===== src/rtl/cpu_types_pkg.sv =====
// Shared CPU types: machine word, RAM handshake states and arbiter FSM states.
package cpu_types_pkg;

  typedef logic [31:0] word_t;

  typedef enum logic [1:0] {
    FREE   = 2'd0,
    BUSY   = 2'd1,
    ACCESS = 2'd2,
    ERROR  = 2'd3
  } ramstate_t;

  typedef enum logic [1:0] {
    IDLE   = 2'd0,
    IREQ   = 2'd1,
    DREQ   = 2'd2,
    HALTED = 2'd3
  } arb_state_t;

endpackage


===== src/rtl/mem_wait_timer.sv =====
// Wait-state budget for one RAM access. Loaded with MAX_WAIT-1 when cleared,
// counts down once per stalled cycle; expired means the budget is used up.
module mem_wait_timer #(
  parameter int MAX_WAIT = 16
) (
  input  logic CLK,
  input  logic RST,
  input  logic clear,
  input  logic enable,
  output logic expired
);

  localparam int CW = $clog2(MAX_WAIT);
  localparam logic [CW-1:0] LOAD = CW'(MAX_WAIT - 1);

  logic [CW-1:0] cnt;

  // Reload on clear, otherwise burn one unit per stalled cycle, saturating at 0
  always_ff @(posedge CLK or posedge RST) begin
    if (RST) begin
      cnt <= LOAD;
    end else if (clear) begin
      cnt <= LOAD;
    end else if (enable && (cnt != '0)) begin
      cnt <= cnt - 1'b1;
    end
  end

  assign expired = (cnt == '0);

endmodule


===== src/rtl/mem_arbiter.sv =====
// Arbiter between instruction fetch and data load/store on the shared RAM.
// Data wins over fetch, but only once per instruction (dlock); halt is taken
// only from IDLE; a stalled access is abandoned after MAX_WAIT cycles.
module mem_arbiter
  import cpu_types_pkg::*;
#(
  parameter int MAX_WAIT = 16
) (
  input  logic        CLK,
  input  logic        RST,
  input  logic        iREN,
  input  logic [31:0] iaddr,
  input  logic        dREN,
  input  logic        dWEN,
  input  logic [31:0] daddr,
  input  logic [31:0] dstore,
  input  logic        halt,
  output logic        ihit,
  output logic [31:0] iload,
  output logic        dhit,
  output logic [31:0] dload,
  output logic        halted,
  output logic        timeout,
  output logic        ramREN,
  output logic        ramWEN,
  output logic [31:0] ramaddr,
  output logic [31:0] ramstore,
  input  logic [31:0] ramload,
  input  logic [1:0]  ramstate
);

  arb_state_t state, next_state;
  ramstate_t  rs;
  word_t      iaddr_q, daddr_q, dstore_q;
  logic       wr_q, dlock;
  logic       busy, acc, d_grant, i_grant;
  logic       tmr_clear, tmr_en, tmr_expired;

  assign rs      = ramstate_t'(ramstate);
  assign acc     = (rs == ACCESS);
  assign busy    = (state == IREQ) || (state == DREQ);
  assign d_grant = (state == IDLE) && (dREN || dWEN) && !dlock;
  assign i_grant = (state == IDLE) && !d_grant && !halt && iREN;

  // Fresh budget while idle and after every completed or abandoned access
  assign tmr_clear = !busy || acc || tmr_expired;
  assign tmr_en    = busy && !acc;

  mem_wait_timer #(.MAX_WAIT(MAX_WAIT)) u_timer (
    .CLK     (CLK),
    .RST     (RST),
    .clear   (tmr_clear),
    .enable  (tmr_en),
    .expired (tmr_expired)
  );

  // State register
  always_ff @(posedge CLK or posedge RST) begin
    if (RST) state <= IDLE;
    else     state <= next_state;
  end

  // Next-state: data before halt before fetch; HALTED is absorbing
  always_comb begin
    next_state = state;
    case (state)
      IDLE: begin
        if (d_grant)     next_state = DREQ;
        else if (halt)   next_state = HALTED;
        else if (i_grant) next_state = IREQ;
      end
      IREQ, DREQ: begin
        if (acc || tmr_expired) next_state = IDLE;
      end
      default: next_state = HALTED;
    endcase
  end

  // Request latches and the one-data-access-per-instruction lock
  always_ff @(posedge CLK or posedge RST) begin
    if (RST) begin
      iaddr_q  <= '0;
      daddr_q  <= '0;
      dstore_q <= '0;
      wr_q     <= 1'b0;
      dlock    <= 1'b0;
    end else begin
      if (d_grant) begin
        daddr_q  <= daddr;
        dstore_q <= dstore;
        wr_q     <= dWEN;
      end
      if (i_grant) iaddr_q <= iaddr;
      if ((state == IREQ) && acc) dlock <= 1'b0;
      if ((state == DREQ) && acc) dlock <= 1'b1;
    end
  end

  // Outputs: RAM drive and hit/timeout pulses decoded from state and RAM status
  always_comb begin
    ihit     = 1'b0;
    iload    = '0;
    dhit     = 1'b0;
    dload    = '0;
    halted   = 1'b0;
    timeout  = 1'b0;
    ramREN   = 1'b0;
    ramWEN   = 1'b0;
    ramaddr  = '0;
    ramstore = '0;
    case (state)
      IREQ: begin
        ramREN  = 1'b1;
        ramaddr = iaddr_q;
        if (acc) begin
          ihit  = 1'b1;
          iload = ramload;
        end else if (tmr_expired) begin
          timeout = 1'b1;
        end
      end
      DREQ: begin
        ramaddr = daddr_q;
        if (wr_q) begin
          ramWEN   = 1'b1;
          ramstore = dstore_q;
        end else begin
          ramREN = 1'b1;
        end
        if (acc) begin
          dhit  = 1'b1;
          dload = wr_q ? '0 : ramload;
        end else if (tmr_expired) begin
          timeout = 1'b1;
        end
      end
      HALTED: halted = 1'b1;
      default: ;
    endcase
  end

endmodule


===== config.mk =====
export PLATFORM = sky130hd
export DESIGN_NAME = mem_arbiter
export DESIGN_NICKNAME = d
export VERILOG_FILES = /design/src/rtl/cpu_types_pkg.sv /design/src/rtl/mem_wait_timer.sv /design/src/rtl/mem_arbiter.sv
export SDC_FILE = /design/constraint.sdc
export NUM_CORES = 1
export LEC_CHECK = 0
export BUFFER_PORTS_ARGS = -buffer_cell sky130_fd_sc_hd__buf_2
export CAP_MARGIN = 20
export CORE_ASPECT_RATIO = 0.75
export CORE_MARGIN = 5
export CORE_UTILIZATION = 50
export CTS_CLUSTER_SIZE = 28
export DETAILED_ROUTE_END_ITERATION = 16
export PLACE_DENSITY = 0.82
export SLEW_MARGIN = 20
export SYNTH_ARGS = -nofsm -noshare
export SYNTH_HDL_FRONTEND = slang
export SYNTH_SLANG_ARGS = --single-unit

===== constraint.sdc =====
create_clock -name CLK -period 9.05 [get_ports CLK]
set_input_delay 1.81 -clock CLK [delete_from_list [all_inputs] [get_ports CLK]]
set_output_delay 1.81 -clock CLK [all_outputs]
set_load 0.005 [all_outputs]

## After elaboration in Yosys (flattened, before gate mapping)

Cells that the tools add are included.

| cells by class | value |
|---|---|
| bitwise logic cells | 0 |
| $mul | 0 |
| $lt $le $gt $ge | 0 |
| divide/modulo/power cells | 0 |
| shift operators | 0 |
| muxes and demuxes | 28 |
| add/subtract/negate cells | 1 |
| eq/ne operators | 6 |
| reductions and logical operators | 26 |

Operator list:

| operator | count |
|---|---|
| 32-bit 2-to-1 mux | 7 |
| 32-bit case mux with 2 select lines | 1 |
| 1-bit 2-to-1 mux | 12 |
| 1-bit logical AND | 9 |
| 2-bit 2-to-1 mux | 4 |
| 4-bit 2-to-1 mux | 2 |
| 2-bit == test, second input constant | 3 |
| 1-bit zero test | 5 |
| 1-bit logical OR | 5 |
| 4-bit zero test | 1 |
| 4-bit inequality test, second input constant | 1 |
| 2-bit case mux with 2 select lines | 1 |
| 2-bit nonzero test | 2 |
| 4-bit nonzero test | 1 |
| 4-bit by 1-bit subtractor with 4-bit output, second input constant | 1 |
| 2-bit by 1-bit == test with 1-bit output, second input constant | 1 |
| 2-bit zero test | 1 |
| 2-bit by 1-bit inequality test with 1-bit output, second input constant | 1 |
| 1-bit case mux with 2 select lines | 1 |
| 2-bit AND reduction | 1 |
| 2-bit OR reduction | 1 |

| storage, ports and cells | value |
|---|---|
| output and inout bits | 134 |
| ROM bits | 0 |
| bits in registers | 104 |
| memory bits (writable) | 0 |
| memories | 0 |
| input bits | 136 |
| bits in latches | 0 |

## Longest topological paths before layout

Gate-level depths: netlist (run 1).

| depth | value |
|---|---|
| depth after elaboration | 11 |
| gate-level depth with buffers | 7 |
| depth with buffers taken out | 5 |

## Modules after synthesis

Synthesis (run 1) repeated with hierarchy kept, for this count alone.

| second synthesis, totals | value |
|---|---|
| cells, all modules | 455 |
| area total of the unflattened synthesis | 5601.6 sq um |

By module, submodules not included:

| module | area an instance (sq um) | cells an instance | sequential area each (sq um) | instances |
|---|---|---|---|---|
| mem_arbiter | 5373.9 | 433 | 2502.4 | 1 |
| mem_wait_timer | 227.7 | 22 | 105.1 | 1 |

## Worst setup path after synthesis (run 1)

No wires, ideal clock.

| timing | value |
|---|---|
| path type | in2out |
| from | in ramstate[1] |
| to | out dload[0] |
| buffers on the path | 2 |
| arrival time | 2.621 ns |
| stages | 4 |
| path slack | 4.619 ns |
| data required time | 7.240 ns |
| cell sequence | nor2b_1 clkbuf_1 clkbuf_1 and3_1 |

| on the way | value |
|---|---|
| cells in the longest elaborated chain, start to end | 3 |

Ends and longest elaborated chain:

| what | RTL line | RTL |
|---|---|---|
| start: declaration | mem_arbiter.sv:29 | `input logic [1:0] ramstate` |
| 2-bit == test | mem_arbiter.sv:40 | `assign acc = (rs == ACCESS);` |
| 32-bit 2-to-1 mux | mem_arbiter.sv:130 | `if (acc) begin` |
| 32-bit 2-to-1 mux | mem_arbiter.sv:111 | `case (state)` |
| end: declaration | mem_arbiter.sv:21 | `output logic [31:0] dload,` |

Every way passes these cells.

## Worst setup path in the final report (run 1)

| timing | value |
|---|---|
| from | in ramstate[1] |
| to | out iload[5] |

| on the way | value |
|---|---|
| cells in the longest elaborated chain, start to end | 3 |

Ends and longest elaborated chain:

| what | RTL line | RTL |
|---|---|---|
| 2-bit == test | mem_arbiter.sv:40 |  |
| 32-bit 2-to-1 mux | mem_arbiter.sv:115 | `if (acc) begin` |
| 32-bit 2-to-1 mux | mem_arbiter.sv:111 |  |
| end: declaration | mem_arbiter.sv:19 | `output logic [31:0] iload,` |

Every way passes these cells.

==> impl_metrics.json, run 1 <==
{
  "fin_crit_ns": 4.64,
  "antenna_left": 0,
  "drive_above_1_share_pct": 57.3,
  "fillerInstances": 824,
  "cts_setup_buffers": 0,
  "slew_headroom_pct": 36.7,
  "track_usage_pct": 23.6,
  "worstPathRequired_ns": 7.24,
  "fin_area_sq_um": 7170,
  "peakVddDrop_mv": 0.0940,
  "status": "completed",
  "nets": 831,
  "worst_slack_ns": 4.41,
  "num_rows": 33,
  "synth-warning-count": 0,
  "crit_type": "input pin to output pin",
  "synth-adder-area-share_pct": 1.14,
  "min_path_type": "register to register",
  "synth_compound_area_share_pct": 5.36,
  "tightest_slew_ns": 0.949,
  "avgSynthCellArea_sq_um": 12.3,
  "fin_util_pct": 66.3,
  "skew_ns": 0.00877,
  "vias_per_cell": 5.36,
  "cts_made_buffers": 9,
  "via_count": 4477,
  "end_kind": "output pin",
  "cts_buffer_depth": 2,
  "start_util_pct": 50.7,
  "cpLargestDelayFamily": "buffers and inverters",
  "tritoncts": "built",
  "max_freq_mhz": 215,
  "synth_simple_gate_area_share_pct": 17.2,
  "antenna_found_initial": 0,
  "totalWireLength_mm": 15.9,
  "critPathSlowestCell": "buf_4",
  "ios": 270,
  "post-route-period-util_pct": 51.3,
  "powerDensity_nw_per_um2": 124,
  "clk_pin_slew_ns": 0.07,
  "grt_remaining_overflow": 0,
  "dpl_worst_slack_ns": 4.44,
  "synth_xor_area_share_pct": 0.319,
  "grt_pass1_wl_mm": 24.4,
  "grt_pass1_vias": 4744,
  "clkSinkCount": 104,
  "hold_viol": 0,
  "portBuffers": 269,
  "synth-seq-cells": 104,
  "insertion_delay_ns": 0.34,
  "critPathMaxFanout": 66,
  "areaGrowthSynthToFinish_pct": 30.7,
  "yosysUniqueCellTypes": 34,
  "fin_cells": 836,
  "dp.cells": 819,
  "worstSetupStartpointType": "input pin",
  "syn-num-nets": 586,
  "setup_viol": 0,
  "maxSlewViolCount": 0,
  "critPathArrivalTime_ns": 2.83,
  "hold_buffers": 0,
  "multiInputGateArea_sq_um": 2660,
  "place.gp.congestion": 0.941,
  "fp.dieArea_sq_um": 13200,
  "dp_hpwl_mm": 11.5,
  "setup_tns_ns": 0,
  "core_sq_um": 10800,
  "cp_num_buf_inv": 3,
  "wire_per_inst_um": 19.1,
  "path_cells": "buf_2 > nor2b_2 > buf_4 > and3_1 > buf_2",
  "dieWidth_um": 131,
  "ys_seq_area_share_pct": 47.5,
  "h-tree-depth": 3,
  "root_buffer": "clkbuf_16",
  "die_y_um": 101,
  "place_area_sq_um": 6860,
  "synth_top_family_by_area": "multiplexers",
  "netlist_instances": 445,
  "cpMostUsedCell": "buf_2",
  "p_leak_uw": 0.00427,
  "drt_iter0_markers": 193,
  "grt_max_degree": 83,
  "cpPeakStageDelay_ns": 0.39,
  "cts_resized": 0,
  "muxShareOfSynthArea_pct": 24.0,
  "drt_first_pass_iters": 4,
  "regArea_sq_um": 2610,
  "drc": 0,
  "netlist_area_sq_um": 5490,
  "rsz0062_at_grt": "false",
  "cap_viol_max_count": 0
}
logic make-up (layout without fill, tap and decap cells):
family	after synthesis	after routing
buffers and inverters	47	297
AND/OR/NAND/NOR	151	151
flip-flops	104	104
adder cells (fa/ha/maj)	5	5
XOR/XNOR	2	2
multiplexers	97	97
other	0	1
AO/OA/AOI/OAI	39	39
stage by stage:
step	total power, uW	hold WS [ns]
after CTS	903	0.455
after global placement	519	0.437
final	890	0.454
after detailed placement	521	0.438
after floorplan	485	0.428
after global routing	927	0.472
layer usage:
layer	track usage (%)	vias to the layer above	routed length [um]
met4	8.70	0	431
li1	-	2075	-
met1	28.0	2183	6060
met5	0	-	0
met3	6.73	38	1350
met2	40.7	181	8090
sequential cells by signal (all words and copies together) (netlist names):
signal / flops
dstore_q: 32
u_timer.cnt: 4
wr_q: 1
daddr_q: 32
dlock: 1
iaddr_q: 32
state: 2
cells in the mapped netlist:
| cell type | number | area, sq um |
|---|---|---|
| a32oi_1 | 1 | 8.76 |
| a21oi_1 | 1 | 5.00 |
| inv_1 | 6 | 22.5 |
| xnor2_1 | 2 | 17.5 |
| and3_1 | 97 | 607 |
| clkbuf_1 | 29 | 109 |
| a22o_1 | 1 | 8.76 |
| o32ai_1 | 1 | 8.76 |
| nor3_1 | 1 | 5.00 |
| dfrtp_1 | 100 | 2500 |
| nand3_1 | 1 | 5.00 |
| mux2_2 | 36 | 405 |
| and2b_4 | 1 | 10.0 |
| nor2_1 | 1 | 3.75 |
| or2_0 | 1 | 6.26 |
| a22oi_1 | 32 | 240 |
| and2_1 | 3 | 18.8 |
| nor2b_1 | 35 | 219 |
| buf_6 | 7 | 78.8 |
| buf_2 | 2 | 10.0 |
| nand4b_2 | 1 | 15.0 |
| and3b_1 | 1 | 8.76 |
| or3b_1 | 1 | 8.76 |
| o21a_1 | 1 | 7.51 |
| nand2b_1 | 1 | 6.26 |
| nor3b_1 | 1 | 7.51 |
| a21o_1 | 1 | 7.51 |
| buf_4 | 3 | 22.5 |
| ha_1 | 5 | 62.6 |
| dfstp_2 | 4 | 105 |
| o21bai_1 | 1 | 7.51 |
| nand2_1 | 6 | 22.5 |
| mux2_1 | 1 | 11.3 |
| mux2_4 | 60 | 901 |
cell usage in the layout, fill, tap and decap left out, types with 2 or more instances in the layout:
cell type / n
buf_4: 4
dfrtp_1: 100
inv_6: 3
a22oi_1: 32
mux2_4: 60
and3_1: 97
mux2_2: 36
clkbuf_16: 9
buf_2: 269
dfstp_2: 4
xnor2_1: 2
nor2b_1: 34
inv_1: 5
nand2_1: 6
ha_2: 2
ha_1: 2
and2_1: 2
layout make-up:
class / instances / share of cell area [%]
Multi-Input combinational cell: 294 / 37.1
Sequential cell: 104 / 36.4
Timing Repair Buffer: 275 / 19.7
Clock buffer: 11 / 3.38
Tap cell: 140 / 2.44
Clock inverter: 5 / 0.645
Inverter: 6 / 0.349
Antenna cell: 1 / 0.0349
where the power goes:
part	switching, uW	leakage (uW)	total, uW	internal [uW]
combinational	24.6	0.00270	47.2	22.7
sequential	0	0.00143	464	464
clock	178	0.000143	378	200
path summary, 6_finish.rpt:
check / from / end / slack [ns] / cells past startpoint
max in group asynchronous: RST / dstore_q[16] / 6.60 / 3
min: u_timer.cnt[0] / u_timer.cnt[0] / 0.45 / 1
max reg2reg: state[1] / daddr_q[31] / 6.73 / 6
max: ramstate[1] / iload[5] / 4.41 / 5
min in group asynchronous: RST / dstore_q[3] / 1.42 / 2
min reg2reg: u_timer.cnt[0] / u_timer.cnt[0] / 0.45 / 1
Note: power is estimated with default switching activity, not from simulation.
==> inputs of run 2 (changes only) <==
--- a/config.mk
+++ b/config.mk
@@ -5,14 +5,15 @@
 export SDC_FILE = /design/constraint.sdc
 export NUM_CORES = 1
 export LEC_CHECK = 0
+export ABC_AREA = 1
 export BUFFER_PORTS_ARGS = -buffer_cell sky130_fd_sc_hd__buf_2
 export CAP_MARGIN = 20
 export CORE_ASPECT_RATIO = 0.75
 export CORE_MARGIN = 5
-export CORE_UTILIZATION = 50
+export CORE_UTILIZATION = 42
 export CTS_CLUSTER_SIZE = 28
 export DETAILED_ROUTE_END_ITERATION = 16
-export PLACE_DENSITY = 0.82
+export PLACE_DENSITY = 0.74
 export SLEW_MARGIN = 20
 export SYNTH_ARGS = -nofsm -noshare
 export SYNTH_HDL_FRONTEND = slang
==> constraint.sdc (replaced) <==
create_clock -name CLK -period 4 [get_ports CLK]
set_input_delay 0.8 -clock CLK [delete_from_list [all_inputs] [get_ports CLK]]
set_output_delay 0.8 -clock CLK [all_outputs]
set_load 0.005 [all_outputs]
==> impl_metrics.json, run 2 <==
{
  "status": "completed",
  "track_usage_pct": 21.8,
  "hold_path_depth": 1,
  "worst_slack_ns": 0.823,
  "ios": 270,
  "worstHoldEndpoint": "u_timer.cnt[0]",
  "dp_hpwl_mm": 12.4,
  "drc": 0,
  "r2r_cells": 8,
  "grt_pass1_wl_mm": 26.6,
  "rr_startpoint": "state[0]",
  "grt_max_degree": 76,
  "setup_tns_ns": 0,
  "layout_common_cells": "buf_2 (269), nand2_1 (177), inv_1 (107)",
  "root_buffer": "clkbuf_16",
  "ys_top_cells_by_count": "nand2_1 (178), inv_1 (108), nor2_1 (104)",
  "start_util_pct": 43.0,
  "insertion_delay_ns": 0.34,
  "maxSlewViolCount": 0,
  "p_leak_uw": 0.00427,
  "grt_use_met1_pct": 27.1,
  "cts_setup_buffers": 0,
  "use_met2_pct": 38.2,
  "yosys.area.top_type_share_pct": 47.1,
  "synth-main-ff-cell": "dfrtp_1",
  "synth_edf_count": 0,
  "dieWidth_um": 140,
  "antenna_left": 0,
  "h-tree-depth": 3,
  "nets": 1109,
  "die_y_um": 107,
  "grt.busiest_layer": "met2",
  "areaGrowthSynthToFinish_pct": 32.2,
  "cts_made_buffers": 9,
  "cts_resized": 0,
  "hold_viol": 0,
  "fin_crit_ns": 3.18,
  "slew_headroom_pct": 26.2,
  "netlist_instances": 726,
  "wire_per_inst_um": 14.8,
  "num_rows": 35,
  "reg_top3": "daddr_q x32, dstore_q x32, iaddr_q x32",
  "worstPathRequired_ns": 3.20,
  "via_count": 5410,
  "drt_iter0_markers": 329,
  "critPathMaxFanout": 33,
  "hold_buffers": 0,
  "synth-warning-count": 0,
  "drt_first_pass_iters": 4,
  "core_sq_um": 12300,
  "fin_util_pct": 56.9,
  "skew_ns": 0.0103,
  "synthArstFlopShare_pct": 100,
  "use_met3_pct": 5.37,
  "synth.most_common_cell": "nand2_1",
  "ys_top_cells_by_area": "dfrtp_1 (47%), nand2_1 (13%), inv_1 (7.6%)",
  "end_kind": "output pin",
  "cap_viol_max_count": 0,
  "yosysUniqueCellTypes": 26,
  "final_common_cell": "buf_2",
  "totalWireLength_mm": 16.8,
  "ys_seq_area_share_pct": 49.1,
  "setup_viol": 0,
  "totalPowerFinal_uw": 4610,
  "portBuffers": 269,
  "tightest_slew_ns": 1.11,
  "fp.dieArea_sq_um": 15000,
  "crit_type": "register to output pin",
  "grt_remaining_overflow": 0,
  "place.gp.congestion": 0.924,
  "min_path_type": "register to register",
  "clkSinkCount": 104,
  "clk_pin_slew_ns": 0.07,
  "max_freq_mhz": 315,
  "antenna_found_initial": 3,
  "synth-seq-cells": 104,
  "critPathLaunch": "state[0]",
  "netlist_area_sq_um": 5310,
  "rrSetupSlack_ns": 1.26,
  "avgSynthCellArea_sq_um": 7.32,
  "post-route-period-util_pct": 79.4,
  "drive_above_1_share_pct": 32.0,
  "worstHoldStart": "u_timer.cnt[0]",
  "syn-num-nets": 867,
  "critPathArrivalTime_ns": 2.38,
  "peakVddDrop_mv": 0.327,
  "dpl_worst_slack_ns": 1.10,
  "cts_buffer_depth": 2,
  "rsz0062_at_grt": "false",
  "powerDensity_nw_per_um2": 656,
  "worstSetupStartpointType": "register",
  "grt_pass1_vias": 5418,
  "yosys.area.top_type": "dfrtp_1",
  "tritoncts": "built",
  "vias_per_cell": 4.74,
  "dp.cells": 1123,
  "fin_cells": 1141,
  "r2r_end": "iaddr_q[6]"
}
-- run 2: where the power goes --
group          internal (uW)  total [uW]  leakage [uW]  switching [uW]
sequential              1540        1770       0.00123             230
combinational            686        1920       0.00288            1240
clock                    500         923      0.000155             423
-- run 2: metrics by stage --
step                cell area, sq um  hold WS [ns]
floorplan                       5310         0.428
detailed placement              6700         0.440
finish                          7030         0.454
global placement                6700         0.437
CTS                             7020         0.458
global route                    7030         0.480
-- run 2: layer usage --
metal  routed length, um  share of wire (%)
met1                7060                 42
met2                8120                 48
met3                1280                7.6
met4                 369                2.2
met5                  13              0.077
-- run 2: how the worst max path moves through the flow --
stage                             end  slack [ns]  cells past startpoint
after floorplan            daddr_q[0]        0.47                      1
after global placement      iload[21]        1.12                      7
after detailed placement    iload[21]        1.10                      7
after CTS                      ramREN        0.79                      6
after global routing      ramaddr[21]        0.60                      6
final                       dload[25]        0.82                      6
-- run 2: final cells by class --
type	instances	area [sq um]
fill	1227	5320
sequential	104	2610
multi-input combinational	462	2050
timing repair buffer	278	1410
inverter	113	427
clock buffer	9	225
tap	166	208
clock inverter	7	88.8
antenna	2	5.00
-- run 2: kinds of logic (layout without fill, tap and decap cells) --
kind of cell	Yosys count	after routing	share of synthesized area, %
AO/OA/AOI/OAI	101	101	9.51
XOR/XNOR	1	1	0.165
adder cells (fa/ha/maj)	5	5	1.18
buffers and inverters	160	407	12.5
flip-flops	104	104	49.1
other	0	2	0
AND/OR/NAND/NOR	355	355	27.6
-- run 2: critical path: stages (launching register included) --
cell and delay [ns]:
dfrtp_1 0.40, inv_1 0.08, ha_1 0.25, inv_2 0.08, or2_1 0.84, nor3_1 0.18, buf_2 0.20
